**src/rtl/add16_wide_sequencer.sv**
```systemverilog
// Multi-word adder sequencer: one 16-bit ripple adder, one slice per clock, LSW first.
// Carry between slices is held in a register.

module bit16 (
  input  logic [15:0] a,
  input  logic [15:0] b,
  input  logic        cin,
  output logic [15:0] sum,
  output logic        cout
);
  logic [16:0] c;

  assign c[0] = cin;

  for (genvar i = 0; i < 16; i++) begin : g_fa
    assign sum[i]   = a[i] ^ b[i] ^ c[i];
    assign c[i + 1] = (a[i] & b[i]) | (c[i] & (a[i] ^ b[i]));
  end

  assign cout = c[16];
endmodule

module add16_wide_sequencer #(
  parameter int unsigned WORDS = 4
) (
  input  logic                clk,
  input  logic                rst,
  input  logic                in_valid,
  output logic                in_ready,
  input  logic [16*WORDS-1:0] a,
  input  logic [16*WORDS-1:0] b,
  input  logic                cin,
  output logic                out_valid,
  input  logic                out_ready,
  output logic [16*WORDS-1:0] sum,
  output logic                cout,
  output logic                busy
);
  localparam int unsigned W  = 16 * WORDS;
  localparam int unsigned IW = $clog2(WORDS);

  typedef enum logic [1:0] {
    IDLE = 2'd0,
    RUN  = 2'd1,
    DONE = 2'd2
  } state_t;

  state_t         state;
  logic [W-1:0]   a_r;
  logic [W-1:0]   b_r;
  logic           carry;
  logic [IW-1:0]  idx;

  logic [15:0]    sl_a;
  logic [15:0]    sl_b;
  logic [15:0]    sl_sum;
  logic           sl_cout;

  // Slice base is idx*16, formed by concatenation so the select index is exactly wide enough.
  assign sl_a = a_r[{idx, 4'b0000} +: 16];
  assign sl_b = b_r[{idx, 4'b0000} +: 16];

  bit16 u_add (
    .a    (sl_a),
    .b    (sl_b),
    .cin  (carry),
    .sum  (sl_sum),
    .cout (sl_cout)
  );

  assign in_ready  = (state == IDLE);
  assign out_valid = (state == DONE);
  assign busy      = (state == RUN) || (state == DONE);

  always_ff @(posedge clk) begin
    if (rst) begin
      state <= IDLE;
      idx   <= '0;
      carry <= 1'b0;
      sum   <= '0;
      cout  <= 1'b0;
      a_r   <= '0;
      b_r   <= '0;
    end else begin
      case (state)
        IDLE: begin
          if (in_valid) begin
            a_r   <= a;
            b_r   <= b;
            carry <= cin;
            idx   <= '0;
            state <= RUN;
          end
        end
        RUN: begin
          sum[{idx, 4'b0000} +: 16] <= sl_sum;
          carry                     <= sl_cout;
          if (idx == IW'(WORDS - 1)) begin
            cout  <= sl_cout;
            idx   <= '0;
            state <= DONE;
          end else begin
            idx <= idx + IW'(1);
          end
        end
        DONE: begin
          if (out_ready) begin
            state <= IDLE;
          end
        end
        default: state <= IDLE;
      endcase
    end
  end
endmodule

```
**config.mk**
```make
export PLATFORM = sky130hd
export DESIGN_NAME = add16_wide_sequencer
export DESIGN_NICKNAME = d
export VERILOG_FILES = /design/src/rtl/add16_wide_sequencer.sv
export SDC_FILE = /design/constraint.sdc
export NUM_CORES = 1
export LEC_CHECK = 0
export ABC_CLOCK_PERIOD_IN_PS = 8800
export CAP_MARGIN = 15
export CORE_UTILIZATION = 52
export CTS_BUF_LIST = sky130_fd_sc_hd__clkbuf_8
export DETAILED_ROUTE_END_ITERATION = 16
export HOLD_SLACK_MARGIN = 0.1
export MAX_ROUTING_LAYER = met4
export PLACE_DENSITY = 0.9
export SETUP_SLACK_MARGIN = 0.1
export SYNTH_ARGS = -nofsm -noshare
export SYNTH_HDL_FRONTEND = slang
export SYNTH_HIERARCHICAL = 1
export SYNTH_SLANG_ARGS = --single-unit
```
**constraint.sdc**
```tcl
create_clock -name clk -period 8.8 [get_ports clk]
set_clock_uncertainty 0.05 [all_clocks]
set_input_delay 1.76 -clock clk [delete_from_list [all_inputs] [get_ports clk]]
set_output_delay 1.76 -clock clk [all_outputs]
set_load 0.02 [all_outputs]
```
* After elaboration in Yosys (flattened, before gate mapping)
Index checks and enable logic that the tools add are counted.
Word-level totals: flip-flop bits (word level) 198, word-level logic and storage cells 116
Cells by class: reduce and logical (&&, ||, !) cells 7, add/sub/neg operators 2, bitwise logic cells 80, shift operators 4, multiplexer cells 10, eq/ne operators 6
Operators by type and width (count):
- $shiftx 64x7->16 | 2
- $bwmux 64 | 1
- $shift 16x8->64 const A | 1
- $shiftx 16x8->64 | 1
- $and 1x1->1 | 32
- $xor 1x1->1 | 32
- $or 1x1->1 | 16
- $mux 2 | 5
- $neg 6->8 | 1
- $pmux 2 s3 | 1
- $reduce_and 2->1 | 3
- $eq 2x2->1 const B | 2
- $ne 2x1->1 const B | 2
- $pmux 2 s2 | 1
- $reduce_and 3->1 | 1
- $add 2x1->2 const B | 1
- $eq 2x1->1 const B | 1
- $logic_not 2->1 | 1
- $ne 2x2->1 const B | 1
- $pmux 1 s2 | 1
- $reduce_bool 2->1 | 1
- $logic_or 1x1->1 | 1
- $mux 1 | 1

* Logic depth before layout (Yosys ltp)
Gate-level depths: netlist (run 1).
word-level depth 35, mapped depth 26

* Modules after synthesis
The synthesis (run 1) kept the hierarchy.
Modules (own cells, without submodules):
- add16_wide_sequencer | cells an instance 903, instances 1, area an instance 8051.5 um^2, sequential area each 3963.8 um^2
- bit16 | cells an instance 26, instances 1, area an instance 357.8 um^2, sequential area each 0.0 um^2

* Worst setup path before layout (run 1)
Ideal clock, no wire load.
path kind reg2reg, from register idx[0], to register sum[63], library setup time 65 ps, cell stages (with the launch flop) 27, buffers on the path 2, data arrival time 7748 ps, setup slack 936 ps, required time 8685 ps, cell sequence dfxtp_1 > buf_6 > buf_4 > mux4_2 > fa_1 > inv_1 > fa_1 > inv_1 > fa_1 > fa_1 > fa_1 > fa_1 > fa_1 > fa_1 > fa_1 > fa_1 > fa_1 > fa_1 > fa_1 > fa_1 > fa_1 > inv_1 > fa_1 > inv_1 > and4b_1 > a22oi_1 > nor2_1
Between the ends: word-level cells in the longest chain between the ends 35
Ends and longest elaborated chain:
- start: declaration | RTL line 52 | logic [IW-1:0] idx;
- start signal: assignment | RTL line 103 | idx <= idx + IW'(1);
- $shiftx 64x7->16 * | RTL line 60 | assign sl_a = a_r[{idx, 4'b0000} +: 16];
- named net sl_a[0] | RTL line 54 | logic [15:0] sl_a;
- $xor 1x1->1 | RTL line 17 | assign c[i + 1] = (a[i] & b[i]) | (c[i] & (a[i] ^ b[i]));
- $and 1x1->1 | RTL line 17
- $or 1x1->1 * | RTL line 17
- $and 1x1->1 * | RTL line 17
- $or 1x1->1 * | RTL line 17
- $and 1x1->1 * | RTL line 17
- (+21 left out)
- $and 1x1->1 * | RTL line 17
- $or 1x1->1 * | RTL line 17
- $and 1x1->1 * | RTL line 17
- $or 1x1->1 * | RTL line 17
- $xor 1x1->1 * | RTL line 16 | assign sum[i] = a[i] ^ b[i] ^ c[i];
- named net sl_sum[15] | RTL line 56 | logic [15:0] sl_sum;
- $shiftx 16x8->64 * | RTL line 96 | sum[{idx, 4'b0000} +: 16] <= sl_sum;
- $bwmux 64 * | RTL line 96
- end signal: indexed assignment | RTL line 96
- end: declaration | RTL line 35 | output logic [16*WORDS-1:0] sum,
Mark *: on every way through the listed nets, which the timed path passes. The rest lies on a longest branch. A chain may end at the register's enable or synchronous reset.

* Final worst setup path (run 1)
from register idx[1], to register sum[63]
Same word-level chain as after synthesis.

==> results of run 1 <==
## report_power, final
group	internal [mW]	switching (mW)
Clock	0.257	0.314
Sequential	1.01	0.0608
Combinational	0.307	0.490
## kinds of logic (layout without fill, tap and decap cells)
kind of cell	after synthesis	in the layout
AO/OA/AOI/OAI	199	199
adder cells (fa/ha/maj)	25	25
buffers and inverters	95	254
flip-flops	198	198
multiplexers	33	33
other	0	1
AND/OR/NAND/NOR	379	379
## layer usage
metal | share of wire (%) | vias to the layer above | global-route usage (%)
li1 | - | 3482 | -
met1 | 39 | 3467 | 34.08
met2 | 49 | 377 | 44.88
met3 | 7.5 | 58 | 4.789
met4 | 4.1 | 0 | 16.06
met5 | 0 | - | -
## worst max-delay path, stage by stage, from the launching register on
cell and delay [ns]:
dfxtp_2 0.67, mux4_2 0.41, fa_1 0.44, inv_1 0.08
fa_1 0.15, inv_1 0.05, fa_1 0.38, fa_1 0.42
fa_1 0.42, fa_1 0.42, fa_1 0.40, fa_1 0.40
fa_1 0.43, fa_1 0.40, fa_1 0.39, fa_1 0.40
fa_1 0.40, fa_1 0.39, fa_1 0.37, inv_1 0.08
fa_1 0.41, inv_1 0.12, and4b_1 0.19, a22oi_1 0.07
nor2_1 0.11
## Yosys cell counts (6+ instances only)
master,n,area share (%)
a21oi_1,146,8.7
a22oi_1,17,1.5
a32oi_1,33,3.4
and4b_1,16,1.9
buf_1,6,0.27
buf_2,27,1.6
buf_6,7,0.94
clkbuf_1,37,1.7
dfxtp_1,198,47
fa_1,16,3.8
ha_1,9,1.3
inv_1,14,0.62
mux4_2,30,8.0
nand2_1,279,12
nand4_1,18,1.3
nor2_1,52,2.3
## registers in the layout (all words and copies together) (netlist names)
signal	count
a_r	64
state	2
b_r	64
idx	2
carry	1
sum	64
cout	1
## layout by cell type, fill, tap and decap left out, drive strengths merged, types with 18 or more instances in the layout
master           n
a21oi          146
a32oi           33
clkbuf          18
clkdlybuf4s50  199
dfxtp          198
mux4            32
nand2          279
nand4           18
nor2            52
## metrics by stage
stage	instances	utilization [%]	total power, mW
after CTS	1303	67.79	2.431
final	1305	67.90	2.437
after floorplan	929	-	1.628
after detailed placement	1271	65.34	1.872
after global routing	1305	67.90	2.560
after global placement	1271	65.34	1.848
## worst max path at each step
stage,startpoint,endpoint,depth (start not counted)
after global placement,idx[1]$_SDFFE_PP0P_,sum[63]$_SDFFE_PP0P_,24
after global routing,idx[1]$_SDFFE_PP0P_,sum[63]$_SDFFE_PP0P_,24
after CTS,idx[1]$_SDFFE_PP0P_,sum[63]$_SDFFE_PP0P_,24
after detailed placement,idx[1]$_SDFFE_PP0P_,sum[63]$_SDFFE_PP0P_,24
after floorplan,idx[0]$_SDFFE_PP0P_,sum[63]$_SDFFE_PP0P_,26
final,idx[1]$_SDFFE_PP0P_,sum[63]$_SDFFE_PP0P_,24
## area by class of cell
type | count | area, sq um | share of cell area (%)
antenna | 1 | 2.502 | 0.02329
clock buffer | 18 | 247.7 | 2.305
clock inverter | 14 | 138.9 | 1.292
inverter | 14 | 52.55 | 0.4890
multi-input combinational | 636 | 3998 | 37.20
sequential | 198 | 3966 | 36.91
tap | 216 | 270.3 | 2.515
timing repair buffer | 208 | 2071 | 19.27
==> summary.txt, run 1 <==
Synthesis
  – Cell Area, Synth: 8409 sq um
  – Post-Synth Adder-Cell Area: roughly 5.1%
  – Synthesized Nets: 1087
  – Post-synthesis mux area share: 8.778%
  – Prevailing post-synth register cell: dfxtp_1
  – Number of synthesized flops with an enable pin: 0
  – Mean Syn Cell Area: 9.052 sq um
  – XOR/XNOR Fraction of Synth Area: 0%
  – Post-synth cell types: 28
  – Post-synthesis instance total: 929
  – Simple-Gate Fraction of Synth Area: 19.55%
  – Complex-gate fraction of the synthesized area: 13.94%
  – Sequential area share after synthesis: 47.14%
  – Largest family of logic cells by synthesized area: simple AND/OR/NAND/NOR gates
  – Yosys reg bits: 198
  – Syn. warnings: 6
  – Async SR Flop Fraction: 0%

Route
  – Via count: about 7400
  – Routed Antenna Nets: 0
  – DR vias/cell: 5.658
  – WL/cell: 17.12 um
  – 1st-pass router iterations: 5
  – First DRT Iteration DRCs: around 870
  – Routed WL: between 20 and 25 mm
  – DRC: 0

Clock tree
  – CTS Hold Bufs: 0
  – CTS tree: yes
  – Root buf cell: clkbuf_8
  – CTS Sinks: 198
  – Post-CTS setup repair buffer count: 0
  – Post-CTS sizing: 0
  – Clock slew at reported path FFs: 0.10 ns
  – Longest Clk Path Bufs: 2
  – Inserted Clock Buffers: 17
  – H-tree depth: 4
  – Clk Latency, worst-skew pair: approximately 0.47 ns

Global routing
  – Initial antenna violation count: 1
  – Number of global-route vias before repair: around 7000
  – First-pass GRT wire length: 34.72 mm
  – All-Layer GR Usage: about 28%
  – Largest net degree at the start of global routing: 116
  – GR Overflow Total: 0

Worst setup path
  – Worst Path Max Fanout: 20
  – R2R depth: 24
  – Worst Path Class, Setup: reg2reg
  – Startpoint types: register
  – CP endpoint kind: register
  – Flop2flop setup slack: just under 0.7 ns
  – Arrival time at the worst endpoint: between 8 and 9 ns
  – R2R Path End: sum[63]$_SDFFE_PP0P_
  – Crit path required time: 9.15 ns
  – Reg2reg start: idx[1]$_SDFFE_PP0P_

Place
  – Dpl cell area: 10340 sq um
  – Dpl ws: 0.7529 ns
  – Number of port buffers: 200
  – GP Congestion: around 0.84
  – HPWL Detailed: 15.96 mm

Min path
  – HP Start: b_r[53]$_SDFFE_PP0P_
  – Tightest Hold Check Type: reg2reg
  – Hold EP: b_r[53]$_SDFFE_PP0P_
  – Hold depth: 2

Die
  – Die width: 129.2 um
  – IO Count: ~200
  – Die ar.: approximately 17000 sq um
  – Initial Utilization: 53.13%
  – Chip Height: 129.2 um
  – Row Count: 46
  – Placeable Area: around 16000 sq um

STA
  – WHS: slightly above 0.4 ns
  – Max-slew headroom: 37.99%
  – Final slew viol count: 0
  – Final period util: 92.21%
  – Final setup viols: 0
  – Setup TNS: 0 ns
  – Fmax: roughly 0.12 GHz
  – RSZ-0062 raised after global routing: no
  – Worst Tran Pin Value: 0.9263 ns
  – Minimum clock period: 8.114 ns
  – Final Hold Fails: 0
  – Final WS setup: slightly below 0.7 ns

Layout
  – Final #Nets: roughly 1200
  – Fillers: 1201
  – Area Growth Syn to Fin: 27.79%
  – Layout cell share with drive strength beyond 1: 6.893%
  – Cell area after layout: 10750 sq um

Power
  – Peak VDD IR: 0.1234 mV
  – Cell Pwr Density: roughly 230 nW/um^2
  – Pleak: 3.930 nW

Run status
  – Status: complete, no violations

Job
  – Number of max-cap violations: 0
(Power assumes the default switching activity.)
==> run 2: changes to the inputs <==
- RECOVER_POWER: default -> 25
==> run 2 against run 1 <==
Effect of this change: the run now ends with capacitance limit, slew limit left; wire length grew 0.29%; via count grew 0.81%; critical path type unchanged; combinational power is essentially flat; die area is the same; sequential power is essentially flat; first-iteration DRC count shrank 5.4%; clock power is essentially flat; design area shrank 0.20%; global-route usage is the same; final cell count is the same; count of clock-buffer cells in the layout is the same; hold slack lost 0.0032 ns.
==> summary.txt, run 2 (synthesized netlist as in run 1, its figures left out) <==
Run status
  – Status: complete, but fails checks (was complete, no violations)
  – Failing checks: capacitance limit, slew limit

Worst setup path
  – Crit path required time: 9.15 ns (about the same)
  – Most used cell, CP: fa_1 (unchanged)
  – Reg2reg start: idx[1]$_SDFFE_PP0P_ (unchanged)
  – R2R Path End: sum[63]$_SDFFE_PP0P_ (unchanged)
  – Worst Path Max Fanout: 20 (unchanged)
  – CP cell instances: mux4_2, fa_1, inv_1, fa_1, inv_1, fa_1, fa_1, fa_1, fa_1, fa_1, fa_1, fa_1, fa_1, fa_1, fa_1, fa_1, fa_1, fa_1, inv_1, fa_1, inv_1, and4b_1, a22oi_1, nor2_1 (unchanged)
  – Flop2flop setup slack: 0.65 ns (was 0.69 ns)
  – Startpoint types: register (unchanged)
  – Worst path slowest cell: dfxtp_2 (unchanged)
  – Arrival time at the worst endpoint: 8.50 ns (was 8.47 ns)
  – Crit-path max cell delay: 0.68 ns (was 0.67 ns)
  – CP endpoint kind: register (unchanged)
  – Worst Path Class, Setup: reg2reg (unchanged)
  – R2R depth: 24 (unchanged)

Power
  – Cell Pwr Density: 227.3 nW/um^2 (was 226.8 nW/um^2)
  – Pleak: 4.086 nW (was 3.930 nW)
  – Peak VDD IR: 0.1232 mV (was 0.1234 mV)

Place
  – Dpl cells: 1271 (unchanged)
  – GP Congestion: 0.8378 (unchanged)
  – Number of port buffers: 200 (unchanged)
  – HPWL Detailed: 15.96 mm (unchanged)

Global routing
  – Initial antenna violation count: 1 (unchanged)
  – GR Overflow Total: 0 (unchanged)
  – GR Util met3: 4.789% (unchanged)
  – Largest net degree at the start of global routing: 116 (unchanged)
  – Grt met2 use: 44.88% (unchanged)
  – Number of global-route vias before repair: 6957 (unchanged)
  – Met1 GRT Util: 34.08% (unchanged)
  – Top Usage Layer GRT: met2 (unchanged)
  – All-Layer GR Usage: 28.24% (unchanged)
  – First-pass GRT wire length: 34.72 mm (unchanged)

Clock tree
  – CTS tree: yes (unchanged)
  – Post-CTS sizing: 0 (unchanged)
  – CTS Hold Bufs: 0 (unchanged)
  – Root buf cell: clkbuf_8 (unchanged)
  – Longest Clk Path Bufs: 2 (unchanged)
  – Inserted Clock Buffers: 17 (unchanged)
  – Clock slew at reported path FFs: 0.10 ns (about the same)
  – Post-CTS setup repair buffer count: 0 (unchanged)
  – H-tree depth: 4 (unchanged)
  – CTS Sinks: 198 (unchanged)
  – Clk Latency, worst-skew pair: 0.47 ns (about the same)

Route
  – 1st-pass router iterations: 7 (was 5)
  – Via count: 7444 (was 7384)
  – DR vias/cell: 5.704 (was 5.658)
  – DRC: 0 (unchanged)
  – WL/cell: 17.17 um (was 17.12 um)
  – Routed WL: 22.41 mm (was 22.34 mm)
  – First DRT Iteration DRCs: 821 (was 868)
  – Routed Antenna Nets: 0 (unchanged)

Die
  – Initial Utilization: 53.13% (unchanged)
  – Placeable Area: 15830 sq um (unchanged)
  – Row Count: 46 (unchanged)
  – Die width: 129.2 um (unchanged)
  – Chip Height: 129.2 um (unchanged)
  – IO Count: 201 (unchanged)
  – Die ar.: 16680 sq um (unchanged)

Layout
  – Final #Nets: 1233 (unchanged)
  – Layout cell share with drive strength beyond 1: 6.526% (was 6.893%)
  – Layout Cells excl Fill: 1305 (unchanged)
  – Area Growth Syn to Fin: 27.54% (was 27.79%)
  – Commonest non-fill, non-tap cells in the layout: nand2_1 (278), dfxtp_1 (196), clkdlybuf4s50_1 (149), a21oi_1 (146), nor2_1 (52) (was nand2_1 (278), clkdlybuf4s50_1 (199), dfxtp_1 (196), a21oi_1 (146), nor2_1 (52))
  – Most common cell after layout, fill and taps aside: nand2_1 (unchanged)
  – Fillers: 1202 (was 1201)
  – Biggest regs: a_r x64, b_r x64, sum x64 (unchanged)

Job
  – Number of max-cap violations: 3 (was 0)

STA
  – Final period util: 92.61% (was 92.21%)
  – Final slew viol count: 168 (was 0)
  – Minimum clock period: 8.150 ns (was 8.114 ns)
  – Worst Tran Pin Value: 3.569 ns (was 0.9263 ns)
  – Setup TNS: 0 ns (unchanged)
  – Max-slew headroom: -137.9% (was 37.99%)
  – Final Hold Fails: 0 (unchanged)
  – Final setup viols: 0 (unchanged)
  – Fmax: 0.1227 GHz (was 0.1232 GHz)
  – RSZ-0062 raised after global routing: no (unchanged)

Min path
  – HP Start: sum[2]$_SDFFE_PP0P_ (was b_r[53]$_SDFFE_PP0P_)
  – Hold depth: 2 (unchanged)
  – Tightest Hold Check Type: reg2reg (unchanged)
  – Hold EP: sum[2]$_SDFFE_PP0P_ (was b_r[53]$_SDFFE_PP0P_)
## run 2: critical path: cells and delay by family, from the launching register on
family	cells	cell delay (ns)
simple gates	2	0.30
fa+ha+maj	16	6.24
compound gates	1	0.07
mux	1	0.41
buf+inv	4	0.33
flops	1	0.68
## run 2: cell type report
| class | count | area [sq um] | share of cell area (%) |
|---|---|---|---|
| Antenna cell | 1 | 2.502 | 0.02333 |
| Clock buffer | 18 | 247.7 | 2.310 |
| Clock inverter | 14 | 138.9 | 1.295 |
| Inverter | 14 | 52.55 | 0.4900 |
| Multi-Input combinational cell | 636 | 3984 | 37.14 |
| Sequential cell | 198 | 3966 | 36.98 |
| Tap cell | 216 | 270.3 | 2.520 |
| Timing Repair Buffer | 208 | 2063 | 19.24 |
## run 2: metal layers
metal  vias up  wire length (um)
met3        63              1709
li1       3481                 -
met1      3507              8852
met2       393             10870
met5         -                 0
met4         0               974
## run 2: where the power goes
group | total (mW) | switching (mW) | internal (mW)
combinational | 0.798 | 0.490 | 0.308
clock | 0.572 | 0.314 | 0.257
sequential | 1.07 | 0.0605 | 1.01
total | 2.44 | 0.865 | 1.57
## run 2: worst max-delay path by stage
stage                   startpoint                    to  slack [ns]
6_report       idx[1]$_SDFFE_PP0P_  sum[63]$_SDFFE_PP0P_        0.65
5_1_grt        idx[1]$_SDFFE_PP0P_  sum[63]$_SDFFE_PP0P_        0.39
4_1_cts        idx[1]$_SDFFE_PP0P_  sum[63]$_SDFFE_PP0P_        0.72
3_5_place_dp   idx[1]$_SDFFE_PP0P_  sum[63]$_SDFFE_PP0P_        0.75
3_3_place_gp   idx[1]$_SDFFE_PP0P_  sum[63]$_SDFFE_PP0P_        0.90
2_1_floorplan  idx[0]$_SDFFE_PP0P_  sum[63]$_SDFFE_PP0P_        0.94
## run 2: metrics by stage
| step | area (sq um) | setup WS [ns] | hold WS [ns] | util (%) | total power [mW] |
|---|---|---|---|---|---|
| floorplan | 8409 | 0.9364 | 0.3815 | - | 1.628 |
| global placement | 10340 | 0.8977 | 0.3873 | 65.34 | 1.848 |
| detailed placement | 10340 | 0.7529 | 0.3938 | 65.34 | 1.872 |
| CTS | 10730 | 0.7156 | 0.4073 | 67.79 | 2.431 |
| global route | 10730 | 0.3887 | 0.4259 | 67.76 | 2.560 |
| finish | 10730 | 0.6503 | 0.4030 | 67.76 | 2.438 |
==> run 3: changes to the inputs <==
- CAP_MARGIN: 15 -> default
- CTS_CLUSTER_DIAMETER: default -> 120
==> run 3 against run 2 <==
Effect of this change: the run still ends with capacitance limit, slew limit left; maximum frequency hardly changed; clock power about the same; wire length up 0.33%; sequential power about the same; combinational power hardly changed; design area shrank 0.14%; first-iteration DRC count shrank 1.2%; critical path depth is the same; critical endpoint unchanged; largest cell class unchanged; highest routed layer unchanged.
==> summary.txt, run 3 (synthesized netlist as in run 1, its figures left out) <==
Run status
  – Status: complete, but fails checks (unchanged)
  – Failing checks: capacitance limit, slew limit (unchanged)

Route
  – First DRT Iteration DRCs: 811 (was 821)
  – DRC: 0 (unchanged)
  – 1st-pass router iterations: 5 (was 7)
  – Routed Antenna Nets: 0 (unchanged)
  – WL/cell: 17.24 um (was 17.17 um)
  – Via count: 7422 (was 7444)
  – DR vias/cell: 5.692 (was 5.704)
  – Routed WL: 22.48 mm (was 22.41 mm)

Clock tree
  – Longest Clk Path Bufs: 2 (unchanged)
  – CTS Hold Bufs: 0 (unchanged)
  – Clock slew at reported path FFs: 0.10 ns (about the same)
  – CTS Sinks: 198 (unchanged)
  – H-tree depth: 4 (unchanged)
  – CTS tree: yes (unchanged)
  – Post-CTS sizing: 0 (unchanged)
  – Root buf cell: clkbuf_8 (unchanged)
  – Post-CTS setup repair buffer count: 0 (unchanged)
  – Inserted Clock Buffers: 17 (unchanged)
  – Clk Latency, worst-skew pair: 0.47 ns (about the same)

Layout
  – Commonest non-fill, non-tap cells in the layout: nand2_1 (278), dfxtp_1 (196), a21oi_1 (146), clkdlybuf4s50_1 (143), dlygate4sd3_1 (56) (was nand2_1 (278), dfxtp_1 (196), clkdlybuf4s50_1 (149), a21oi_1 (146), nor2_1 (52))
  – Layout Cells excl Fill: 1304 (was 1305)
  – Layout cell share with drive strength beyond 1: 6.440% (was 6.526%)
  – Fillers: 1205 (was 1202)
  – Biggest regs: a_r x64, b_r x64, sum x64 (unchanged)
  – Final core area utilization: 67.67% (was 67.76%)
  – Most common cell after layout, fill and taps aside: nand2_1 (unchanged)
  – Final #Nets: 1232 (was 1233)
  – Reg area: 3966 sq um (unchanged)
  – Area of the multi-input gates: 3984 sq um (unchanged)
  – Area Growth Syn to Fin: 27.36% (was 27.54%)

Die
  – Die width: 129.2 um (unchanged)
  – Row Count: 46 (unchanged)
  – Initial Utilization: 53.13% (unchanged)
  – Chip Height: 129.2 um (unchanged)
  – Placeable Area: 15830 sq um (unchanged)
  – Die ar.: 16680 sq um (unchanged)
  – IO Count: 201 (unchanged)

STA
  – Final WS setup: 0.6444 ns (was 0.6503 ns)
  – Minimum clock period: 8.156 ns (was 8.150 ns)
  – Final slew viol count: 168 (unchanged)
  – Max-slew headroom: -139.5% (was -137.9%)
  – RSZ-0062 raised after global routing: no (unchanged)
  – Setup TNS: 0 ns (unchanged)
  – Worst Tran Pin Value: 3.592 ns (was 3.569 ns)
  – Fmax: 0.1226 GHz (was 0.1227 GHz)
  – Final setup viols: 0 (unchanged)
  – Final Hold Fails: 0 (unchanged)
  – Final period util: 92.68% (was 92.61%)

Power
  – Total power: 2.436 mW (was 2.438 mW)
  – Cell Pwr Density: 227.5 nW/um^2 (was 227.3 nW/um^2)
  – Peak VDD IR: 0.1228 mV (was 0.1232 mV)
  – Pleak: 4.100 nW (was 4.086 nW)

Global routing
  – Number of global-route vias before repair: 6957 (unchanged)
  – All-Layer GR Usage: 28.24% (unchanged)
  – Initial antenna violation count: 1 (unchanged)
  – GR Overflow Total: 0 (unchanged)
  – First-pass GRT wire length: 34.72 mm (unchanged)
  – Largest net degree at the start of global routing: 116 (unchanged)

Min path
  – Hold EP: sum[2]$_SDFFE_PP0P_ (unchanged)
  – Tightest Hold Check Type: reg2reg (unchanged)
  – Hold depth: 2 (unchanged)
  – HP Start: sum[2]$_SDFFE_PP0P_ (unchanged)

Place
  – Dpl ws: 0.7529 ns (unchanged)
  – GP Congestion: 0.8378 (unchanged)
  – HPWL Detailed: 15.96 mm (unchanged)
  – Number of port buffers: 200 (unchanged)
  – Dpl cells: 1271 (unchanged)

Worst setup path
  – R2R depth: 24 (unchanged)
  – Flop2flop setup slack: 0.64 ns (was 0.65 ns)
  – CP endpoint kind: register (unchanged)
  – Arrival time at the worst endpoint: 8.51 ns (was 8.50 ns)
  – Crit path required time: 9.16 ns (was 9.15 ns)
  – Startpoint types: register (unchanged)
  – R2R Path End: sum[63]$_SDFFE_PP0P_ (unchanged)
  – Worst Path Max Fanout: 20 (unchanged)
  – Reg2reg start: idx[1]$_SDFFE_PP0P_ (unchanged)
  – Worst Path Class, Setup: reg2reg (unchanged)

Job
  – Number of max-cap violations: 3 (unchanged)
-- run 3: changes by cell type in the layout (fill, tap and decap cells not counted) --
cell and delta:
dlygate4sd3_1 +6, clkdlybuf4s50_1 -6, buf_8 -1
-- run 3: critical path: stages (launching register included) --
cell     delay, ns
dfxtp_2       0.68
mux4_2        0.41
fa_1          0.43
inv_1         0.08
fa_1          0.15
inv_1         0.05
fa_1          0.38
fa_1          0.42
fa_1          0.42
fa_1          0.42
fa_1          0.41
fa_1          0.40
fa_1          0.43
fa_1          0.40
fa_1          0.39
fa_1          0.41
fa_1          0.40
fa_1          0.39
fa_1          0.37
inv_1         0.08
fa_1          0.41
inv_1         0.12
and4b_1       0.19
a22oi_1       0.07
nor2_1        0.14
-- run 3: through the flow --
stage,cell area [sq um],hold slack [ns]
floorplan,8409,0.3815
global placement,10340,0.3873
detailed placement,10340,0.3938
CTS,10730,0.4073
global route,10710,0.4259
finish,10710,0.4032
-- run 3: worst max path at each step --
stage                        start                    to  cells past startpoint
2_1_floorplan  idx[0]$_SDFFE_PP0P_  sum[63]$_SDFFE_PP0P_                     26
3_3_place_gp   idx[1]$_SDFFE_PP0P_  sum[63]$_SDFFE_PP0P_                     24
3_5_place_dp   idx[1]$_SDFFE_PP0P_  sum[63]$_SDFFE_PP0P_                     24
4_1_cts        idx[1]$_SDFFE_PP0P_  sum[63]$_SDFFE_PP0P_                     24
5_1_grt        idx[1]$_SDFFE_PP0P_  sum[63]$_SDFFE_PP0P_                     24
6_report       idx[1]$_SDFFE_PP0P_  sum[63]$_SDFFE_PP0P_                     24
-- run 3: area by class of cell --
class                      count  share of cell area [%]
sequential                   198                   37.03
antenna                        1                 0.02336
timing repair buffer         207                   19.12
inverter                      14                  0.4907
multi-input combinational    636                   37.20
clock inverter                14                   1.297
tap                          216                   2.523
clock buffer                  18                   2.313
-- run 3: where the power goes --
| group | leakage, nW | internal [mW] | switching, mW |
|---|---|---|---|
| logic | 2.28 | 0.307 | 0.489 |
| clock network | 0.198 | 0.257 | 0.314 |
| registers | 1.62 | 1.01 | 0.0605 |
-- run 3: layer usage --
layer	routed length [um]	global-route usage, %
met1	8895	34.08
met2	10960	44.88
met3	1665	4.789
met4	961	16.06
met5	0	-
